`config.mk`:
```
export PLATFORM = sky130hd
export DESIGN_NAME = iobus_arbiter_flat
export DESIGN_NICKNAME = d
export VERILOG_FILES = /design/src/rtl/iobus_arbiter_pkg.sv /design/src/rtl/iobus_arbiter_if.sv /design/src/rtl/iobus_arbiter_rr_pick.sv /design/src/rtl/iobus_arbiter.sv /design/src/flat_wrapper.sv
export SDC_FILE = /design/constraint.sdc
export NUM_CORES = 1
export LEC_CHECK = 0
export CAP_MARGIN = 30
export CORE_UTILIZATION = 35
export CTS_CLUSTER_SIZE = 40
export DETAILED_ROUTE_END_ITERATION = 10
export PLACE_DENSITY = 0.82
export SLEW_MARGIN = 15
export SYNTH_ARGS = -nofsm -noshare
export SYNTH_HDL_FRONTEND = slang
export SYNTH_SLANG_ARGS = --single-unit
```
`constraint.sdc`:
```
create_clock -name CLK -period 1.91 [get_ports CLK]
set_clock_uncertainty 0.05 [all_clocks]
set_input_delay 0.2865 -clock CLK [delete_from_list [all_inputs] [get_ports CLK]]
set_output_delay 0.2865 -clock CLK [all_outputs]
set_load 0.005 [all_outputs]
```
`src/rtl/iobus_arbiter_pkg.sv`:
```
// Shared types and default widths for the two-master IOBUS arbiter.
package otter_iobus_pkg;

  typedef enum logic [1:0] {
    IDLE = 2'd0,
    XFER = 2'd1,
    DONE = 2'd2
  } state_t;

  typedef enum logic {
    M0 = 1'b0,
    M1 = 1'b1
  } owner_t;

  localparam int DEF_DATA_W   = 32;
  localparam int DEF_ADDR_W   = 32;
  localparam int DEF_LOCK_MAX = 16;

endpackage

```
`src/rtl/iobus_arbiter_if.sv`:
```
// Requester and shared-bus signals of the IOBUS arbiter.
interface iobus_arbiter_if
  import otter_iobus_pkg::*;
#(
  parameter int DATA_W = DEF_DATA_W,
  parameter int ADDR_W = DEF_ADDR_W
);
  // Handshake: a master raises Mx_REQ with Mx_ADDR/Mx_WDATA/Mx_WR stable and
  // holds them until Mx_ACK, a one-cycle pulse; dropping REQ before the grant
  // withdraws the request and no transaction occurs.
  logic              M0_REQ, M1_REQ;
  logic              M0_WR, M1_WR;
  logic [ADDR_W-1:0] M0_ADDR, M1_ADDR;
  logic [DATA_W-1:0] M0_WDATA, M1_WDATA;
  logic              M1_LOCK;
  logic              M0_ACK, M1_ACK;
  logic [DATA_W-1:0] M0_RDATA, M1_RDATA;
  logic [ADDR_W-1:0] IOBUS_ADDR;
  logic [DATA_W-1:0] IOBUS_OUT;
  logic              IOBUS_WR;
  logic [DATA_W-1:0] IOBUS_IN;

  modport slave (
    input  M0_REQ, M1_REQ, M0_WR, M1_WR, M0_ADDR, M1_ADDR,
           M0_WDATA, M1_WDATA, M1_LOCK, IOBUS_IN,
    output M0_ACK, M1_ACK, M0_RDATA, M1_RDATA, IOBUS_ADDR, IOBUS_OUT, IOBUS_WR
  );

  modport master (
    output M0_REQ, M1_REQ, M0_WR, M1_WR, M0_ADDR, M1_ADDR,
           M0_WDATA, M1_WDATA, M1_LOCK, IOBUS_IN,
    input  M0_ACK, M1_ACK, M0_RDATA, M1_RDATA, IOBUS_ADDR, IOBUS_OUT, IOBUS_WR
  );

endinterface

```
`src/rtl/iobus_arbiter_rr_pick.sv`:
```
// Combinational owner selection: lock hold first, then round-robin on a tie.
module iobus_rr_pick
  import otter_iobus_pkg::*;
(
  input  logic   m0_req,
  input  logic   m1_req,
  input  owner_t last_owner,
  input  logic   lock_hold,
  output logic   gnt_valid,
  output owner_t gnt_owner
);

  always_comb begin
    gnt_valid = 1'b0;
    gnt_owner = last_owner;
    if (lock_hold) begin
      gnt_valid = 1'b1;
      gnt_owner = M1;
    end else if (m0_req && m1_req) begin
      gnt_valid = 1'b1;
      gnt_owner = (last_owner == M0) ? M1 : M0;
    end else if (m0_req) begin
      gnt_valid = 1'b1;
      gnt_owner = M0;
    end else if (m1_req) begin
      gnt_valid = 1'b1;
      gnt_owner = M1;
    end
  end

endmodule

```
`src/rtl/iobus_arbiter.sv`:
```
// Two-master IOBUS arbiter: IDLE/XFER/DONE FSM, one bus cycle per transaction.
module iobus_arbiter
  import otter_iobus_pkg::*;
#(
  parameter int DATA_W   = DEF_DATA_W,
  parameter int ADDR_W   = DEF_ADDR_W,
  parameter int LOCK_MAX = DEF_LOCK_MAX
)(
  input  logic                          CLK,
  input  logic                          RESET_N,
  iobus_arbiter_if.slave                bus,
  output state_t                        dbg_state,
  output owner_t                        dbg_owner,
  output logic [$clog2(LOCK_MAX+1)-1:0] dbg_lock_cnt
);

  localparam int CNT_W = $clog2(LOCK_MAX + 1);

  state_t            state;
  owner_t            owner;
  logic [CNT_W-1:0]  lock_cnt;
  logic              m0_ack, m1_ack;
  logic [DATA_W-1:0] m0_rdata, m1_rdata;
  logic [ADDR_W-1:0] bus_addr;
  logic [DATA_W-1:0] bus_out;
  logic              bus_wr;

  logic   arb_phase, lock_hold, elig_m0, elig_m1, gnt_valid;
  owner_t gnt_owner;

  assign arb_phase = (state == IDLE) || (state == DONE);
  // A live lock lets M1 keep the bus straight from DONE, overriding the
  // usual one-cycle ineligibility of the owner that just finished.
  assign lock_hold = arb_phase && (owner == M1) && bus.M1_LOCK && bus.M1_REQ &&
                     (lock_cnt < CNT_W'(LOCK_MAX));
  assign elig_m0   = bus.M0_REQ && !((state == DONE) && (owner == M0));
  assign elig_m1   = bus.M1_REQ && !((state == DONE) && (owner == M1));

  iobus_rr_pick u_pick (
    .m0_req     (elig_m0),
    .m1_req     (elig_m1),
    .last_owner (owner),
    .lock_hold  (lock_hold),
    .gnt_valid  (gnt_valid),
    .gnt_owner  (gnt_owner)
  );

  always_ff @(posedge CLK or negedge RESET_N) begin
    if (!RESET_N) begin
      state    <= IDLE;
      owner    <= M1;
      lock_cnt <= '0;
      m0_ack   <= 1'b0;
      m1_ack   <= 1'b0;
      m0_rdata <= '0;
      m1_rdata <= '0;
      bus_addr <= '0;
      bus_out  <= '0;
      bus_wr   <= 1'b0;
    end else begin
      m0_ack   <= 1'b0;
      m1_ack   <= 1'b0;
      bus_addr <= '0;
      bus_out  <= '0;
      bus_wr   <= 1'b0;
      case (state)
        IDLE, DONE: begin
          if (gnt_valid) begin
            state <= XFER;
            owner <= gnt_owner;
            if (gnt_owner == M0) begin
              bus_addr <= bus.M0_ADDR;
              bus_out  <= bus.M0_WDATA;
              bus_wr   <= bus.M0_WR;
            end else begin
              bus_addr <= bus.M1_ADDR;
              bus_out  <= bus.M1_WDATA;
              bus_wr   <= bus.M1_WR;
            end
          end else begin
            state <= IDLE;
          end
          if (lock_hold) begin
            lock_cnt <= lock_cnt + CNT_W'(1);
          end else if (!bus.M1_LOCK || (gnt_valid && (gnt_owner == M0))) begin
            lock_cnt <= '0;
          end
        end
        XFER: begin
          state <= DONE;
          // bus_wr still holds the owner's WR during XFER
          if (owner == M0) begin
            m0_ack <= 1'b1;
            if (!bus_wr) m0_rdata <= bus.IOBUS_IN;
          end else begin
            m1_ack <= 1'b1;
            if (!bus_wr) m1_rdata <= bus.IOBUS_IN;
          end
        end
        default: state <= IDLE;
      endcase
    end
  end

  assign bus.M0_ACK     = m0_ack;
  assign bus.M1_ACK     = m1_ack;
  assign bus.M0_RDATA   = m0_rdata;
  assign bus.M1_RDATA   = m1_rdata;
  assign bus.IOBUS_ADDR = bus_addr;
  assign bus.IOBUS_OUT  = bus_out;
  assign bus.IOBUS_WR   = bus_wr;
  assign dbg_state      = state;
  assign dbg_owner      = owner;
  assign dbg_lock_cnt   = lock_cnt;

endmodule

```
`src/flat_wrapper.sv`:
```
// flat-port wrapper written by rule: the top's interface ports become plain ports
module iobus_arbiter_flat import otter_iobus_pkg::*;
#(
  parameter int DATA_W   = DEF_DATA_W,
  parameter int ADDR_W   = DEF_ADDR_W,
  parameter int LOCK_MAX = DEF_LOCK_MAX
)
  (CLK, RESET_N, dbg_state, dbg_owner, dbg_lock_cnt, bus_M0_REQ, bus_M1_REQ, bus_M0_WR, bus_M1_WR, bus_M0_ADDR, bus_M1_ADDR, bus_M0_WDATA, bus_M1_WDATA, bus_M1_LOCK, bus_IOBUS_IN, bus_M0_ACK, bus_M1_ACK, bus_M0_RDATA, bus_M1_RDATA, bus_IOBUS_ADDR, bus_IOBUS_OUT, bus_IOBUS_WR);
  iobus_arbiter_if #(.DATA_W(DATA_W), .ADDR_W(ADDR_W)) bus_i ();
  input  logic CLK;
  input  logic RESET_N;
  output state_t dbg_state;
  output owner_t dbg_owner;
  output logic [$clog2(LOCK_MAX+1)-1:0] dbg_lock_cnt;
  input wire logic [$bits(bus_i.M0_REQ)-1:0] bus_M0_REQ;
  input wire logic [$bits(bus_i.M1_REQ)-1:0] bus_M1_REQ;
  input wire logic [$bits(bus_i.M0_WR)-1:0] bus_M0_WR;
  input wire logic [$bits(bus_i.M1_WR)-1:0] bus_M1_WR;
  input wire logic [$bits(bus_i.M0_ADDR)-1:0] bus_M0_ADDR;
  input wire logic [$bits(bus_i.M1_ADDR)-1:0] bus_M1_ADDR;
  input wire logic [$bits(bus_i.M0_WDATA)-1:0] bus_M0_WDATA;
  input wire logic [$bits(bus_i.M1_WDATA)-1:0] bus_M1_WDATA;
  input wire logic [$bits(bus_i.M1_LOCK)-1:0] bus_M1_LOCK;
  input wire logic [$bits(bus_i.IOBUS_IN)-1:0] bus_IOBUS_IN;
  output wire logic [$bits(bus_i.M0_ACK)-1:0] bus_M0_ACK;
  output wire logic [$bits(bus_i.M1_ACK)-1:0] bus_M1_ACK;
  output wire logic [$bits(bus_i.M0_RDATA)-1:0] bus_M0_RDATA;
  output wire logic [$bits(bus_i.M1_RDATA)-1:0] bus_M1_RDATA;
  output wire logic [$bits(bus_i.IOBUS_ADDR)-1:0] bus_IOBUS_ADDR;
  output wire logic [$bits(bus_i.IOBUS_OUT)-1:0] bus_IOBUS_OUT;
  output wire logic [$bits(bus_i.IOBUS_WR)-1:0] bus_IOBUS_WR;
  assign bus_i.M0_REQ = bus_M0_REQ;
  assign bus_i.M1_REQ = bus_M1_REQ;
  assign bus_i.M0_WR = bus_M0_WR;
  assign bus_i.M1_WR = bus_M1_WR;
  assign bus_i.M0_ADDR = bus_M0_ADDR;
  assign bus_i.M1_ADDR = bus_M1_ADDR;
  assign bus_i.M0_WDATA = bus_M0_WDATA;
  assign bus_i.M1_WDATA = bus_M1_WDATA;
  assign bus_i.M1_LOCK = bus_M1_LOCK;
  assign bus_i.IOBUS_IN = bus_IOBUS_IN;
  assign bus_M0_ACK = bus_i.M0_ACK;
  assign bus_M1_ACK = bus_i.M1_ACK;
  assign bus_M0_RDATA = bus_i.M0_RDATA;
  assign bus_M1_RDATA = bus_i.M1_RDATA;
  assign bus_IOBUS_ADDR = bus_i.IOBUS_ADDR;
  assign bus_IOBUS_OUT = bus_i.IOBUS_OUT;
  assign bus_IOBUS_WR = bus_i.IOBUS_WR;
  iobus_arbiter #(.DATA_W(DATA_W), .ADDR_W(ADDR_W), .LOCK_MAX(LOCK_MAX)) u_core (.CLK(CLK), .RESET_N(RESET_N), .bus(bus_i), .dbg_state(dbg_state), .dbg_owner(dbg_owner), .dbg_lock_cnt(dbg_lock_cnt));
endmodule
```
**Word level (Yosys, flattened, before mapping)**

Cells that the tools add are included.

- $add $sub $neg: 1
- Order comparisons: 1
- Equality and inequality tests: 2
- Multiplexer cells: 25
- Bitwise gates (word level): 3
- Reductions and logical operators: 22

Operators with widths:

| cell | number |
|---|---|
| $mux 32 | 6 |
| $mux 1 | 16 |
| $logic_and 1x1->1 | 10 |
| $mux 5 | 2 |
| $reduce_and 3->1 | 2 |
| $add 5x1->5 const B | 1 |
| $lt 5x5->1 const B | 1 |
| $pmux 2 s2 | 1 |
| $reduce_and 2->1 | 2 |
| $logic_not 1->1 | 3 |
| $not 1->1 | 3 |
| $eq 2x1->1 const B | 1 |
| $eq 2x2->1 const B | 1 |
| $logic_not 2->1 | 1 |
| $logic_or 1x1->1 | 2 |
| $reduce_bool 2->1 | 1 |
| $reduce_or 2->1 | 1 |

- Flip-flop bits (word level): 139
- Input bits: 167
- Word-level logic and storage cells: 64

**Depth between registers and ports, before layout**

Gate-level depths: netlist (run 1).

- Depth after elaboration: 13
- Depth in mapped cells: 7

**Modules after synthesis**

From an unflattened synthesis (run 1), not the netlist that was laid out.

- Cell total of the unflattened synthesis: 395
- Area, all modules: 5494.0 um2

Modules (own cells, without submodules):

| module | instances | cells an instance | area an instance (um2) | sequential area each (um2) |
|---|---|---|---|---|
| iobus_arbiter | 1 | 391 | 5470.2 | 3479.6 |
| iobus_rr_pick | 1 | 4 | 23.8 | 0.0 |

**Least setup slack after synthesis (run 1)**

OpenSTA, ideal clock, no wires.

- Path type: reg2reg
- Start: reg u_core.owner (netlist: u_core.dbg_owner)
- End: reg u_core.m1_rdata[10] (netlist: u_core.bus.M1_RDATA[10])
- Library setup time: 0.125 ns
- Arrival time: 1.565 ns
- Data required time: 1.735 ns
- Path slack: 0.170 ns
- Stages on the path, launching flop included: 5
- Path buffers: 2
- Clock period less this slack: 1.740 ns
- Cell sequence: dfstp_2 buf_2 nor3b_2 buf_2 mux2_2

- Word-level cells in the longest chain between the ends: 1

Ends and longest elaborated chain:

| element | line | source |
|---|---|---|
| from (decl) | iobus_arbiter.sv:20 | `owner_t owner;` |
| from (signal assigned) | iobus_arbiter.sv:70 | `owner <= gnt_owner;` |
| $reduce_and 3->1 (no line) | n/a |  |
| to (signal assigned) | iobus_arbiter.sv:97 | `if (!bus_wr) m1_rdata <= bus.IOBUS_IN;` |
| to (decl) | iobus_arbiter.sv:23 | `logic [DATA_W-1:0] m0_rdata, m1_rdata;` |

No other way between the ends.
A chain may end at the register's enable or synchronous reset.

**Worst setup path after layout (run 1)**

- Start: reg u_core.bus_wr (netlist: u_core.bus.IOBUS_WR)
- End: out bus_IOBUS_WR

RTL lines:

| element | line | source |
|---|---|---|
| from (decl) | iobus_arbiter.sv:26 | `logic bus_wr;` |
| from (signal assigned) | iobus_arbiter.sv:74 | `bus_wr <= bus.M0_WR;` |
| from (signal assigned) | iobus_arbiter.sv:78 | `bus_wr <= bus.M1_WR;` |
| to (decl) | flat_wrapper.sv:31 | `output wire logic [$bits(bus_i.IOBUS_WR)-1:0] bus_IOBUS_WR;` |

No word-level cell between the ends.

==> flow_metrics.py, run 1 <==
metrics = {
    "floorplanning": {
        "fp.dieW_um": 127,
        "pin_count": 306,
        "fp.coreArea_sq_um": 15200,
        "num_rows": 45,
        "dieArea_sq_um": 16100,
        "die_h_um": 127,
        "initial_core_util_pct": 35.9,
    },
    "place": {
        "dp_hpwl_mm": 11.9,
        "dp_slack_ps": -235,
        "port_buffers": 305,
        "gp_congestion": 0.763,
    },
    "routing": {
        "viasPerCell": 4.79,
        "drc_errors": 0,
        "dr.first_iter.drc_count": 188,
        "antenna_left": 0,
        "via_count": 4698,
        "dr.pass1.iters": 4,
        "drt_wl_total_mm": 16.2,
        "wl_per_cell_um": 16.5,
    },
    "critical_path": {
        "worstPathMaxFanout": 3,
        "worstSetupPathType": "reg -> out",
        "max_stage_delay_ps": 580,
        "timing.critical_path.depth": 1,
        "worstPathArrival_ps": 1460,
        "path_buf_inv": 1,
        "rr_worst_depth": 5,
        "slowest_stage": "clkdlybuf4s50_1",
        "cp-end-kind": "primary output",
        "critical-path-top-delay-family": "buffers and inverters",
        "crit_required_ps": 1570,
        "cp-start-kind": "flip-flop",
        "worstPathCellList": "clkdlybuf4s50_1",
    },
    "clock_tree": {
        "cts_tree": "built",
        "cts-root-buf": "clkbuf_16",
        "tritoncts.num_buffers": 17,
        "cts.sinks": 139,
        "clockBufferDepth": 2,
        "clkTransAtPathRegs_ps": 60,
        "ctsHtreeMaxLevel": 4,
        "clock_latency_ps": 410,
    },
    "grt": {
        "grt_first_pass_wirelength_mm": 25.2,
        "grt_pass1_vias": 4849,
        "grt_max_degree": 46,
        "grt-ovfl-total": 0,
        "grtUsageTotal_pct": 20.8,
        "antenna_found_initial": 0,
    },
    "timing": {
        "post-route-min-period_ps": 1800,
        "setup_slack_ps": 109,
        "fin_crit_sh_pct": 94.3,
        "hold_viol_final": 0,
        "grt_setup_unrepaired": "no",
        "tightest_slew_ps": 434,
        "slew_viol_final": 0,
        "slew_headroom_pct": 71.1,
        "setup_violations": 0,
        "fmax_mhz": 555,
        "hold_ws_ps": 320,
    },
    "synthesis": {
        "postSynthCellCount": 465,
        "yosys_warnings": 0,
        "synth-seq-cells": 139,
        "synth_common_cells": "138 x dfrtp_1, 131 x nand2_1, 65 x a21oi_1, 40 x mux2_2, 25 x mux2_1",
        "netlist_top_cells_area": "dfrtp_1 63%, nand2_1 9.0%, mux2_2 8.2%",
        "syn_nets": 633,
        "yosysUniqueCellTypes": 37,
        "seq_area_frac_synth_pct": 63.7,
        "synth_area_sq_um": 5460,
        "yosys.area.top_type_share_pct": 63.2,
        "synth_edf_count": 0,
        "synthArstFlopShare_pct": 100,
        "synth.largest_area_cell": "dfrtp_1",
        "synth_area_per_cell_sq_um": 11.7,
        "ys.flop_type": "dfrtp_1",
        "synth.most_common_cell": "dfrtp_1",
    },
    "power_and_ir_drop": {
        "leakage_nw": 4.08,
        "ir_drop_v": 0.000695,
        "power_mw": 14.3,
        "power_density_nw_per_um2": 1510,
    },
    "layout": {
        "fillCellCount": 1187,
        "fin_util_pct": 62.3,
        "drive_above_1_share_pct": 12.5,
        "regArea_sq_um": 3480,
        "syn_to_final_growth_pct": 73.4,
        "fin_nets": 948,
        "multi_input_area_sq_um": 1830,
        "diodes": 0,
    },
    "run": {
        "max_cap_viol_count": 0,
    },
    "outcome": {
        "outcome": "finished clean",
    },
    "worst_hold_path": {
        "hp-class": "in -> async",
    },
}
-- metal layers --
| metal | global-route usage [%] | vias to the layer above | share of wire [%] |
|---|---|---|---|
| li1 | - | 2189 | - |
| met1 | 22.3 | 2258 | 38 |
| met3 | 7.47 | 28 | 8.9 |
| met4 | 9.45 | 0 | 2.4 |
| met5 | 0 | - | 0 |
| met2 | 36.5 | 223 | 50 |
-- cell usage in the layout (no fill, tap or decap), types with 2 or more instances in the layout --
cell	netlist	final
clkdlybuf4s50_1	0	304
nand2_1	131	131
inv_6	0	2
mux2_2	40	40
clkinv_2	0	2
a211o_1	2	2
buf_12	0	10
nor3b_1	2	2
buf_4	1	8
inv_1	3	3
nor2_1	3	2
clkinvlp_4	0	5
clkbuf_16	0	17
bufinv_16	0	2
nand3_1	2	2
a21oi_1	65	65
dfrtp_1	138	138
clkinv_4	0	2
nand2b_1	4	4
mux2_1	25	25
-- where the power goes --
group / leakage, nW / total (mW) / switching (mW) / internal (mW)
Combinational: 2.06 / 6.30 / 2.46 / 3.84
Sequential: 1.75 / 4.80 / 0.544 / 4.25
Clock: 0.272 / 3.22 / 1.26 / 1.96
-- registers in the layout, indices dropped and copies added (netlist names) --
register               cells
u_core.bus.IOBUS_OUT      32
u_core.bus.M1_ACK          1
u_core.dbg_lock_cnt        5
u_core.dbg_owner           1
u_core.bus.M0_RDATA       32
u_core.bus.IOBUS_ADDR     32
u_core.bus.M1_RDATA       32
u_core.dbg_state           2
u_core.bus.M0_ACK          1
u_core.bus.IOBUS_WR        1
-- logic make-up after synthesis --
logic type,Yosys count,share of synthesized area [%]
simple gates,151,11.4
flops,139,63.7
compound gates,77,7.88
buf+inv,32,3.39
fa+ha+maj,1,0.229
mux,65,13.4
-- metrics by stage --
stage / cell area [sq um] / TNS [ps] / std cells
floorplan: 5460 / 0 / 465
global placement: 8850 / -9920 / 945
finish: 9470 / 0 / 981
global route: 9470 / 0 / 981
detailed placement: 8850 / -11530 / 945
CTS: 9470 / 0 / 981
-- worst register-to-register path, stage by stage, from the launching register on --
cell and delay, ps:
dfrtp_1 420, or3b_4 450, o211ai_4 240, buf_12 210, nand2_1 90, a21oi_1 190
-- repair_timing --
action / CTS / global route
setup endpoints to repair: 1 / 10
hold endpoints to repair: 41 / 0
buffers inserted: 3 / 0
hold buffers: 1 / 0
cloned: 0 / 0
resized for setup: 0 / 1
-- path summary, 6_finish.rpt --
path	startpoint	endpoint	slack, ps
setup / recovery	u_core.bus.IOBUS_WR$_DFF_PN0_	bus_IOBUS_WR	110
hold / removal	RESET_N	u_core.bus.M1_RDATA[12]$_DFFE_PN0P_	320
setup reg to reg	u_core.dbg_state[0]$_DFF_PN0_	u_core.bus.IOBUS_ADDR[15]$_DFF_PN0_	160
hold reg to reg	u_core.bus.M1_RDATA[8]$_DFFE_PN0P_	u_core.bus.M1_RDATA[8]$_DFFE_PN0P_	430
max in group asynchronous	RESET_N	u_core.dbg_owner$_DFFE_PN1P_	880
min in group CLK	bus_M0_WDATA[18]	u_core.bus.IOBUS_OUT[18]$_DFF_PN0_	370
-- area by class of cell --
type | instances | share of cell area, %
clock buffer | 19 | 4.68
clock inverter | 13 | 1.51
tap | 188 | 2.48
inverter | 4 | 0.159
sequential | 139 | 36.8
multi-input combinational | 294 | 19.3
timing repair buffer | 324 | 35.1
(Power assumes the default switching activity.)
==> run 2, diff against run 1 <==
--- a/config.mk
+++ b/config.mk
@@ -14,3 +14,4 @@
 export SYNTH_ARGS = -nofsm -noshare
 export SYNTH_HDL_FRONTEND = slang
 export SYNTH_SLANG_ARGS = --single-unit
+export TNS_END_PERCENT = 20
==> results of run 2 <==
Same layout as run 1: the final DEF is identical, and so are final timing and power.
==> run 3, diff against run 2 <==
--- a/config.mk
+++ b/config.mk
@@ -9,6 +9,7 @@
 export CORE_UTILIZATION = 35
 export CTS_CLUSTER_SIZE = 40
 export DETAILED_ROUTE_END_ITERATION = 10
+export MAX_ROUTING_LAYER = met4
 export PLACE_DENSITY = 0.82
 export SLEW_MARGIN = 15
 export SYNTH_ARGS = -nofsm -noshare
==> flow_metrics.py, run 3 (synthesis gave the netlist of run 1 again) <==
metrics = {
    "routing": {
        "route.met2.wl_mm": 8.25,
        "highest_layer": "met4",
        "drc_errors": 0,
        "wl_met1_mm": 6.27,
        "antenna_left": 0,
        "viasPerCell": 4.82,
        "dr.first_iter.drc_count": 205,
        "dr.pass1.iters": 7,
        "wl_per_cell_um": 16.5,
        "wl_met3_mm": 1.32,
        "drt_wl_total_mm": 16.2,
        "via_count": 4728,
    },
    "power_and_ir_drop": {
        "switchingPower_mw": 4.27,
        "ir_drop_v": 0.000696,
        "p_comb_share_pct": 44.0,
        "switching_share_pct": 29.8,
        "p_seq_share_pct": 33.5,
        "p_int_mw": 10.1,
        "power_mw": 14.3,
        "p_clk_share_pct": 22.5,
        "power_density_nw_per_um2": 1510,
        "leakage_nw": 4.08,
    },
    "layout": {
        "fin_nets": 948,
        "fin_util_pct": 62.3,
        "fillCellCount": 1187,
        "syn_to_final_growth_pct": 73.4,
        "design_area_sq_um": 9470,
        "layout_commonest_cell": "clkdlybuf4s50_1",
        "final_cells": 981,
        "drive_above_1_share_pct": 12.5,
        "diodes": 0,
        "most-common-layout-cells": "304 x clkdlybuf4s50_1, 138 x dfrtp_1, 131 x nand2_1",
    },
    "timing": {
        "slew_viol_final": 0,
        "fin_crit_sh_pct": 94.2,
        "fmax_mhz": 556,
        "setup_slack_ps": 110,
        "post-route-min-period_ps": 1800,
        "tightest_slew_ps": 433,
        "hold_viol_final": 0,
        "slew_headroom_pct": 71.1,
        "hold_ws_ps": 322,
        "setup_violations": 0,
        "fin_setup_tns_ps": 0,
        "grt_setup_unrepaired": "no",
    },
    "critical_path": {
        "worstPathCellList": "clkdlybuf4s50_1",
        "r2r-start": "u_core.dbg_owner$_DFFE_PN1P_",
        "slowest_stage": "clkdlybuf4s50_1",
        "critical-path-top-delay-family": "buffers and inverters",
        "rrSetupSlack_ps": 160,
        "rr_worst_depth": 4,
        "crit_required_ps": 1570,
        "cp-start-kind": "flip-flop",
        "cp-end-kind": "primary output",
        "max_stage_delay_ps": 580,
        "worstPathMaxFanout": 3,
        "worstPathArrival_ps": 1460,
        "reg2reg_to": "u_core.bus.M1_RDATA[17]$_DFFE_PN0P_",
        "worstSetupPathType": "reg -> out",
        "path_buf_inv": 1,
    },
    "place": {
        "gp_congestion": 0.773,
        "placed_cell_area_sq_um": 8850,
        "port_buffers": 305,
        "dp_cells": 945,
        "dp_hpwl_mm": 11.9,
        "dp_slack_ps": -235,
    },
    "clock_tree": {
        "cts.sinks": 139,
        "clockBufferDepth": 2,
        "cts-root-buf": "clkbuf_16",
        "tritoncts.num_buffers": 17,
        "ctsHtreeMaxLevel": 4,
        "clock_latency_ps": 400,
        "clkTransAtPathRegs_ps": 60,
        "cts_tree": "built",
    },
    "grt": {
        "grt_first_pass_wirelength_mm": 25.1,
        "grt_max_degree": 46,
        "antenna_found_initial": 0,
        "grtUsageTotal_pct": 21.4,
        "grt_pass1_vias": 4863,
        "grt-ovfl-total": 0,
    },
    "floorplanning": {
        "pin_count": 306,
        "initial_core_util_pct": 35.9,
        "fp.coreArea_sq_um": 15200,
        "dieArea_sq_um": 16100,
        "fp.dieW_um": 127,
        "num_rows": 45,
        "die_h_um": 127,
    },
    "outcome": {
        "outcome": "finished clean",
    },
    "worst_hold_path": {
        "hp-class": "in -> async",
    },
    "run": {
        "max_cap_viol_count": 0,
    },
}
-- run 3: cell counts in the layout (fill, tap and decap cells not counted) --
No cell type changed its count.
-- run 3: how the worst max path moves through the flow --
stage | end | startpoint | slack [ps] | depth (start not counted)
floorplan | u_core.bus.M1_RDATA[10]$_DFFE_PN0P_ | u_core.dbg_owner$_DFFE_PN1P_ | 170 | 4
global placement | u_core.bus.IOBUS_ADDR[3]$_DFF_PN0_ | bus_M1_LOCK | -230 | 6
detailed placement | u_core.bus.IOBUS_ADDR[15]$_DFF_PN0_ | bus_M1_LOCK | -240 | 6
CTS | bus_IOBUS_WR | u_core.bus.IOBUS_WR$_DFF_PN0_ | 70 | 1
global route | bus_IOBUS_WR | u_core.bus.IOBUS_WR$_DFF_PN0_ | 30 | 1
finish | bus_IOBUS_WR | u_core.bus.IOBUS_WR$_DFF_PN0_ | 110 | 1
-- run 3: area by class of cell --
class | count | area (sq um) | area share (%)
Sequential cell | 139 | 3480 | 36.8
Timing Repair Buffer | 324 | 3320 | 35.1
Multi-Input combinational cell | 294 | 1830 | 19.3
Clock buffer | 19 | 443 | 4.68
Tap cell | 188 | 235 | 2.48
Clock inverter | 13 | 143 | 1.51
Inverter | 4 | 15.0 | 0.159
-- run 3: layer usage --
metal  up-vias  global-route usage, %
met1      2285                   23.0
met5         -                      -
met4         0                   8.61
met3        26                   6.62
met2       228                   36.6
li1       2189                      -
-- run 3: what timing repair did --
action                     4_1_cts  5_1_grt
gates resized for setup          0        1
hold buffers                     1        0
setup endpoints to repair        1        9
cloned                           0        0
buffers inserted                 3        0
hold endpoints to repair        41        0
-- run 3: power groups by stage --
stage | sequential (mW) | clock, mW | combinational [mW]
6_report | 4.80 | 3.23 | 6.30
5_1_grt | 4.94 | 3.46 | 6.82
4_1_cts | 4.82 | 3.31 | 6.39
3_5_place_dp | 4.89 | 0 | 6.27
3_3_place_gp | 4.82 | 0 | 6.19
2_1_floorplan | 4.95 | 0 | 2.28
